## src/rtl/micromips_mc_control_v2.sv

```systemverilog
// MicroMIPS multicycle control FSM (gen 2): memory handshake with timeout, branch resolution, sticky fault.
// Build macro MULDIV_EN adds the MULDIV stall state for mult/div; without it those decode as illegal.
module micromips_mc_control_v2 #(
   parameter int MEM_TIMEOUT = 15,
   parameter int ALUFUNC_W   = 4
) (
   input  logic                 i_clk,
   input  logic                 i_reset,
   input  logic [5:0]           i_opcode,
   input  logic [5:0]           i_funct,
   input  logic                 i_alu_zero,
   input  logic                 i_alu_neg,
   input  logic                 i_mem_ready,
   input  logic                 i_md_done,
   output logic                 o_mem_read,
   output logic                 o_mem_write,
   output logic                 o_inst_data,
   output logic                 o_ir_write,
   output logic                 o_reg_write,
   output logic                 o_pc_write,
   output logic [1:0]           o_reg_dst,
   output logic [1:0]           o_reg_in_src,
   output logic                 o_alu_src_x,
   output logic [1:0]           o_alu_src_y,
   output logic [ALUFUNC_W-1:0] o_alu_func,
   output logic [1:0]           o_pc_src,
   output logic                 o_md_start,
   output logic                 o_fault,
   output logic [3:0]           o_state
);

   typedef enum logic [3:0] {
      S_RST    = 4'd0,  S_FETCH  = 4'd1,  S_DECODE = 4'd2,  S_ADDR   = 4'd3,
      S_MEM_RD = 4'd4,  S_MEM_WR = 4'd5,  S_WB_MEM = 4'd6,  S_EXEC   = 4'd7,
      S_WB_ALU = 4'd8,  S_BRANCH = 4'd9,  S_JUMP   = 4'd10,
`ifdef MULDIV_EN
      S_MULDIV = 4'd11,
`endif
      S_FAULT  = 4'd12
   } state_t;

   localparam logic [7:0] LP_TIMEOUT = 8'(MEM_TIMEOUT);

   state_t     r_state;
   state_t     w_next;
   logic [7:0] r_wait_cnt;
   logic [7:0] w_wait_inc;
   logic       w_timeout;
   logic       w_rtype;
   logic [3:0] w_r_alu;
   logic [3:0] w_i_alu;
   logic [2:0] w_alu_func;
   logic       w_unused_md_done;

   // {legal, alu_func} for R-type ALU functs
   function automatic logic [3:0] f_r_alu(input logic [5:0] funct);
      case (funct)
         6'b100000, 6'b100001: f_r_alu = {1'b1, 3'd0};
         6'b100010:            f_r_alu = {1'b1, 3'd1};
         6'b100100:            f_r_alu = {1'b1, 3'd2};
         6'b100101:            f_r_alu = {1'b1, 3'd3};
         6'b100110:            f_r_alu = {1'b1, 3'd4};
         6'b100111:            f_r_alu = {1'b1, 3'd5};
         6'b101010:            f_r_alu = {1'b1, 3'd6};
         default:              f_r_alu = {1'b0, 3'd0};
      endcase
   endfunction

   // {legal, alu_func} for immediate ALU opcodes
   function automatic logic [3:0] f_i_alu(input logic [5:0] opcode);
      case (opcode)
         6'b001000: f_i_alu = {1'b1, 3'd0};
         6'b001010: f_i_alu = {1'b1, 3'd6};
         6'b001100: f_i_alu = {1'b1, 3'd2};
         6'b001101: f_i_alu = {1'b1, 3'd3};
         6'b001110: f_i_alu = {1'b1, 3'd4};
         6'b001111: f_i_alu = {1'b1, 3'd7};
         default:   f_i_alu = {1'b0, 3'd0};
      endcase
   endfunction

   assign w_rtype    = (i_opcode == 6'b000000);
   assign w_r_alu    = f_r_alu(i_funct);
   assign w_i_alu    = f_i_alu(i_opcode);
   assign w_alu_func = w_rtype ? w_r_alu[2:0] : w_i_alu[2:0];
   // Saturating so the counter never wraps back below the timeout threshold
   assign w_wait_inc = (r_wait_cnt >= LP_TIMEOUT) ? LP_TIMEOUT : (r_wait_cnt + 8'd1);
   assign w_timeout  = (w_wait_inc >= LP_TIMEOUT);
   assign w_unused_md_done = i_md_done;
   assign o_state    = r_state;

   always_ff @(posedge i_clk) begin
      if (i_reset) begin
         r_state    <= S_RST;
         r_wait_cnt <= 8'd0;
      end else begin
         r_state    <= w_next;
         r_wait_cnt <= (w_next != r_state) ? 8'd0 : w_wait_inc;
      end
   end

   always_comb begin
      w_next       = r_state;
      o_mem_read   = 1'b0;
      o_mem_write  = 1'b0;
      o_inst_data  = 1'b0;
      o_ir_write   = 1'b0;
      o_reg_write  = 1'b0;
      o_pc_write   = 1'b0;
      o_reg_dst    = 2'd0;
      o_reg_in_src = 2'd0;
      o_alu_src_x  = 1'b0;
      o_alu_src_y  = 2'd0;
      o_alu_func   = ALUFUNC_W'(3'd0);
      o_pc_src     = 2'd0;
      o_md_start   = 1'b0;
      o_fault      = 1'b0;
      case (r_state)
         S_RST: w_next = S_FETCH;
         S_FETCH: begin
            o_mem_read = 1'b1;
            o_pc_src   = 2'd3;
            if (i_mem_ready) begin
               o_ir_write = 1'b1;
               o_pc_write = 1'b1;
               w_next     = S_DECODE;
            end else if (w_timeout) begin
               w_next = S_FAULT;
            end else begin
               w_next = S_FETCH;
            end
         end
         S_DECODE: begin
            o_alu_src_y = 2'd3;
            case (i_opcode)
               6'b100011, 6'b101011:             w_next = S_ADDR;
               6'b000100, 6'b000101, 6'b000001: w_next = S_BRANCH;
               6'b000010, 6'b000011:             w_next = S_JUMP;
               6'b000000: begin
                  if (i_funct == 6'b001000) begin
                     w_next = S_JUMP;
                  end else if (w_r_alu[3]) begin
                     w_next = S_EXEC;
`ifdef MULDIV_EN
                  end else if ((i_funct == 6'b011000) || (i_funct == 6'b011010)) begin
                     w_next = S_MULDIV;
`endif
                  end else begin
                     w_next = S_FAULT;
                  end
               end
               default: w_next = w_i_alu[3] ? S_EXEC : S_FAULT;
            endcase
         end
         S_ADDR: begin
            o_alu_src_x = 1'b1;
            o_alu_src_y = 2'd2;
            w_next      = (i_opcode == 6'b100011) ? S_MEM_RD : S_MEM_WR;
         end
         S_MEM_RD, S_MEM_WR: begin
            o_inst_data = 1'b1;
            o_mem_read  = (r_state == S_MEM_RD);
            o_mem_write = (r_state == S_MEM_WR);
            if (i_mem_ready) begin
               w_next = (r_state == S_MEM_RD) ? S_WB_MEM : S_FETCH;
            end else if (w_timeout) begin
               w_next = S_FAULT;
            end else begin
               w_next = r_state;
            end
         end
         S_WB_MEM: begin
            o_reg_write = 1'b1;
            w_next      = S_FETCH;
         end
         S_EXEC: begin
            o_alu_src_x = 1'b1;
            o_alu_src_y = w_rtype ? 2'd1 : 2'd2;
            o_alu_func  = ALUFUNC_W'(w_alu_func);
            w_next      = S_WB_ALU;
         end
         S_WB_ALU: begin
            o_reg_write  = 1'b1;
            o_reg_dst    = w_rtype ? 2'd1 : 2'd0;
            o_reg_in_src = 2'd1;
            w_next       = S_FETCH;
         end
         S_BRANCH: begin
            o_alu_src_x = 1'b1;
            o_alu_src_y = 2'd1;
            o_alu_func  = ALUFUNC_W'(3'd1);
            o_pc_src    = 2'd2;
            case (i_opcode)
               6'b000100: o_pc_write = i_alu_zero;
               6'b000101: o_pc_write = ~i_alu_zero;
               6'b000001: o_pc_write = i_alu_neg;
               default:   o_pc_write = 1'b0;
            endcase
            w_next = S_FETCH;
         end
         S_JUMP: begin
            o_pc_write = 1'b1;
            o_pc_src   = w_rtype ? 2'd1 : 2'd0;
            if (i_opcode == 6'b000011) begin
               o_reg_write  = 1'b1;
               o_reg_dst    = 2'd2;
               o_reg_in_src = 2'd2;
            end else begin
               o_reg_write  = 1'b0;
            end
            w_next = S_FETCH;
         end
`ifdef MULDIV_EN
         // Counter is cleared on entry, so zero marks the first MULDIV cycle
         S_MULDIV: begin
            o_md_start = (r_wait_cnt == 8'd0);
            w_next     = i_md_done ? S_FETCH : S_MULDIV;
         end
`endif
         S_FAULT: begin
            o_fault = 1'b1;
            w_next  = S_FAULT;
         end
         default: w_next = S_FAULT;
      endcase
   end

endmodule

```

## config.mk

```make
export PLATFORM = sky130hd
export DESIGN_NAME = micromips_mc_control_v2
export DESIGN_NICKNAME = d
export VERILOG_FILES = /design/src/rtl/micromips_mc_control_v2.sv
export SDC_FILE = /design/constraint.sdc
export NUM_CORES = 1
export LEC_CHECK = 0
export CAP_MARGIN = 10
export CORE_ASPECT_RATIO = 0.9
export CORE_MARGIN = 8
export CORE_UTILIZATION = 46
export DETAILED_ROUTE_END_ITERATION = 10
export GPL_TIMING_DRIVEN = 0
export HOLD_SLACK_MARGIN = 0.12
export MAX_ROUTING_LAYER = met4
export PLACE_DENSITY = 0.8
export SYNTH_ARGS = -nofsm -noshare
export SYNTH_HDL_FRONTEND = slang
export SYNTH_SLANG_ARGS = --single-unit
```

## constraint.sdc

```tcl
create_clock -name i_clk -period 2.2 [get_ports i_clk]
set_input_delay 0.33 -clock i_clk [delete_from_list [all_inputs] [get_ports i_clk]]
set_output_delay 0.33 -clock i_clk [all_outputs]
set_load 0.05 [all_outputs]
```

* After elaboration in Yosys (flattened, before gate mapping)
Index checks and enable logic that the tools add are counted.
** Word-level totals
- Output and inout bits :: 25
- Flip-flop bits (word level) :: 12
** Operators by class
- Bitwise gates (word level) :: 1
- Reduce and logical (&&, ||, !) cells :: 11
- Equal/unequal tests :: 34
- $add $sub $neg :: 1
- Muxes and demuxes :: 34
- Magnitude comparators :: 2
** Operators with widths (number)
- $eq 6x6->1 const B :: 10
- $pmux 4 s6 :: 2
- $eq 6x4->1 const B :: 7
- $mux 4 :: 7
- $pmux 4 s7 :: 1
- $eq 4x3->1 const B :: 4
- $eq 4x4->1 const B :: 4
- $ge 8x4->1 const B :: 2
- $pmux 4 s4 :: 1
- $eq 6x2->1 const B :: 2
- $eq 6x3->1 const B :: 2
- $reduce_or 2->1 :: 6
- $mux 1 :: 9
- $add 8x1->8 const B :: 1
- $eq 4x2->1 const B :: 2
- $mux 8 :: 1
- $pmux 2 s2 :: 2
- $pmux 2 s4 :: 1
- $eq 6x1->1 const B :: 1
- $logic_not 6->1 :: 1
- $mux 3 :: 2
- $pmux 1 s3 :: 2
- $pmux 2 s3 :: 1
- $pmux 3 s2 :: 1
- other kinds (8) :: 11

* Logic depth before layout (Yosys ltp)
- Depth after elaboration :: 9
- Depth in mapped cells :: 8
- Depth with buffers taken out :: 7

* Worst setup path before layout
No wires, ideal clock.
- Path type :: register to output
- From :: reg r_state[0] (netlist: o_state[0])
- To :: out o_reg_write
- Arrival time :: 3.367 ns
- Stages on the path, launching flop included :: 5
- Required time :: 1.870 ns
- Path slack :: -1.497 ns
- Cell sequence :: dfxtp_1 clkbuf_1 or2_2 nor4_1 o21bai_1
** On the way
- Longest elaborated chain between the ends :: 3
** Ends and longest elaborated chain
- from (decl) :: RTL line 44 : state_t r_state;
- from (signal assigned) :: RTL line 97 : r_state <= w_next;
- $eq 4x4->1 or $eq 4x3->1 (tied branches) :: RTL line 118 : case (r_state)
- $reduce_or 2->1 (no source line)
- $pmux 1 s2 * :: RTL line 118
- to (decl) :: RTL line 19 : output logic o_reg_write,
Every way passes the cells marked *; elsewhere a longest branch is shown, timed or not.

* Worst setup path after layout
- From :: in i_opcode[3]
- To :: out o_alu_func[0]
** On the way
- Longest elaborated chain between the ends :: 4
** Ends and longest elaborated chain
- from (decl) :: RTL line 9 : input logic [5:0] i_opcode,
- $eq 6x4->1 :: RTL line 71 : case (opcode)
- $pmux 4 s6 :: RTL line 71
- $mux 3 * :: RTL line 85 : assign w_alu_func = w_rtype ? w_r_alu[2:0] : w_i_alu[2:0];
- $pmux 3 s2 * :: RTL line 118
- to (decl) :: RTL line 25 : output logic [ALUFUNC_W-1:0] o_alu_func,
Marks and branches as above.

==> flow_summary.json <==
{
  "finalNetCount": 263,
  "synth_area_leader_cell": "dfxtp_1",
  "grtUsageTotal_pct": 17.7,
  "ys_seq_elements": 12,
  "first_global_vias": 1382,
  "path_clk_slew_ns": 0.07,
  "grt_max_degree": 13,
  "worstPathMaxFanout": 4,
  "maxSlewHeadroom_pct": 63.2,
  "critPathKind": "input pin to primary output",
  "areaGrowthSynthToFinish_pct": 48.1,
  "die_w_microns": 72.8,
  "min_period_ns": 2.24,
  "whs_ns": 0.487,
  "cts_root_buf": "clkbuf_4",
  "min_period_over_period_pct": 102,
  "seq_area_sq_um": 250,
  "synth_edf_count": 0,
  "wirelength_microns": 4110,
  "synth.distinct_cells": 51,
  "netlist_top_cells_count": "nor2_1, a21oi_1, nand2_1",
  "finalHoldViolations": 0,
  "antenna_left": 0,
  "peakVddDrop_uv": 1020,
  "crit_arrival_ns": 1.91,
  "antenna_cells": 0,
  "outcome": "complete, but fails checks",
  "placed_cell_area_sq_um": 1850,
  "vias": 1560,
  "wl_per_cell_microns": 14.5,
  "start_util_pct": 48.6,
  "synth-main-ff-cell": "dfxtp_1",
  "drtIter0Drc": 115,
  "cap_violations": 0,
  "slew_viol_final": 0,
  "critPathLaunchType": "input pin",
  "clk_latency_ns": 0.27,
  "netlist_area_sq_um": 1340,
  "stdcell_area_sq_um": 1980,
  "grt_antenna_before_repair": 0,
  "port_buffers": 35,
  "tns_ns": -0.0366,
  "clock_sinks": 12,
  "failed_checks": "setup timing",
  "tightestPinTransition_ns": 0.550,
  "core_sq_um": 2750,
  "die_h_microns": 67.1,
  "power.leakage_nw": 0.770,
  "cts_tree": "done",
  "cts_made_buffers": 3,
  "htree_num_levels": 1,
  "syn_inst": 194,
  "synth_seq_area_share_pct": 18.0,
  "overflow": 0,
  "fillers": 227,
  "post-dp-hpwl_microns": 3210,
  "synth_top_area_share_pct": 18.0,
  "setup_viol_count_final": 1,
  "rows": 18,
  "rsz0062_at_grt": "true",
  "cp.required_ns": 1.87,
  "synth_warnings": 0,
  "drt_pass1_iterations": 4,
  "regToRegSetupSlack_ns": 0.08,
  "grt_pass1_wl_microns": 6780,
  "post-route-drc-count": 0,
  "viasPerCell": 5.51,
  "timing.final.ws_setup_ns": -0.0366,
  "async_reset_ff_share_pct": 0,
  "min_path_type": "input pin to flop",
  "synth.avg_cell_area_sq_um": 6.89,
  "yosys-top-cells-area": "dfxtp_1, nor2_1, a21oi_1, nand2_1, nand2b_1",
  "total_power_w": 0.00228,
  "power_density_nw_per_um2": 1150,
  "gp_congestion": 0.972,
  "clk_path_buf_depth": 2,
  "synth.most_common_cell": "nor2_1",
  "clock.fmax_ghz": 0.447,
  "place_ws_ns": -1.44,
  "skew_ns": 0.00567,
  "num_io_pins": 43,
  "multi_input_area_sq_um": 1170,
  "worstSetupEndpointType": "primary output",
  "die_area_sq_um": 4890,
  "drive_above_1_share_pct": 31.7
}
## power breakdown
group | internal, W | total, W | switching [W]
logic | 0.000578 | 0.00177 | 0.00119
clock network | 0.0000701 | 0.000137 | 0.0000672
registers | 0.000299 | 0.000376 | 0.0000770
## sequential cells by signal, indices dropped and copies added (netlist names)
name,count
r_wait_cnt,8
o_state,4
## final timing paths
check	from	end	depth (start not counted)
setup / recovery	i_opcode[3]	o_alu_func[0]	8
hold / removal	i_mem_ready	o_state[1]	3
setup reg to reg	r_wait_cnt[0]	r_wait_cnt[0]	7
hold reg to reg	r_wait_cnt[0]	r_wait_cnt[0]	1
## routing by layer
metal	up-vias	share of wire [%]	wire length, microns	GRT usage (%)
met1	687	49	2010	25.1
met5	-	0	0	-
met2	76	41	1670	24.7
met4	0	0.24	10	2.24
li1	795	-	-	-
met3	2	10	422	4.73
## layout by cell type, fill, tap and decap left out, types with 2 or more instances in the layout
master,n
buf_2,6
nor2_2,3
nor2_1,24
nor3_4,2
dlymetal6s2s_1,2
clkbuf_1,4
nand2_1,15
a211o_1,2
nand3b_1,3
clkbuf_2,8
clkdlybuf4s50_1,10
a211oi_1,4
dlygate4sd2_1,4
a31oi_1,5
clkbuf_4,6
a32oi_1,2
conb_1,6
xnor2_1,5
dfxtp_1,8
dfxtp_4,2
nor3b_1,2
dfxtp_2,2
o211ai_1,3
a21oi_2,2
nor2b_4,2
nor4b_2,2
nor2b_1,3
buf_8,2
o21ai_0,6
inv_1,5
buf_6,7
nand3_1,10
and2_1,5
nand2b_1,8
buf_4,11
a21oi_1,15
nor4_4,3
nor3_1,5
nor4_2,2
nor3_2,3
## through the flow
stage | utilization [%] | std cells
floorplan | - | 199
global placement | 67.3 | 274
finish | 72.0 | 283
detailed placement | 67.3 | 274
CTS | 70.4 | 281
global route | 72.0 | 283
## worst max-delay path, cell delays in order
cell     delay, ns
buf_8         0.10
or4_4         0.56
nor3_4        0.20
nand2_2       0.10
o31ai_4       0.24
a21oi_2       0.10
nor2b_4       0.11
buf_6         0.16
## final cells by class
cell class,count,share of cell area [%]
Tap cell,40,2.53
Timing Repair Buffer,41,18.0
Clock buffer,4,1.33
Buffer,16,5.50
Multi-Input combinational cell,165,59.0
Sequential cell,12,12.6
Inverter,5,0.948
## kinds of logic after synthesis
logic type | Yosys count | synth area share [%]
compound gates | 51 | 26.7
xor+xnor | 5 | 3.28
other cells | 1 | 0.281
simple gates | 101 | 42.4
mux | 1 | 0.749
buf+inv | 22 | 7.68
flops | 12 | 18.0
fa+ha+maj | 1 | 0.936
## timing repair
| item | in CTS | in global routing |
|---|---|---|
| gates resized for setup | 107 | 27 |
| pin swaps | 7 | 7 |
| buffers inserted | 4 | 2 |
| endpoints found under the hold margin | 0 | 0 |
| hold buffers | 0 | 0 |
| endpoints found under the setup margin | 25 | 17 |
Note: power is estimated with default switching activity, not from simulation.
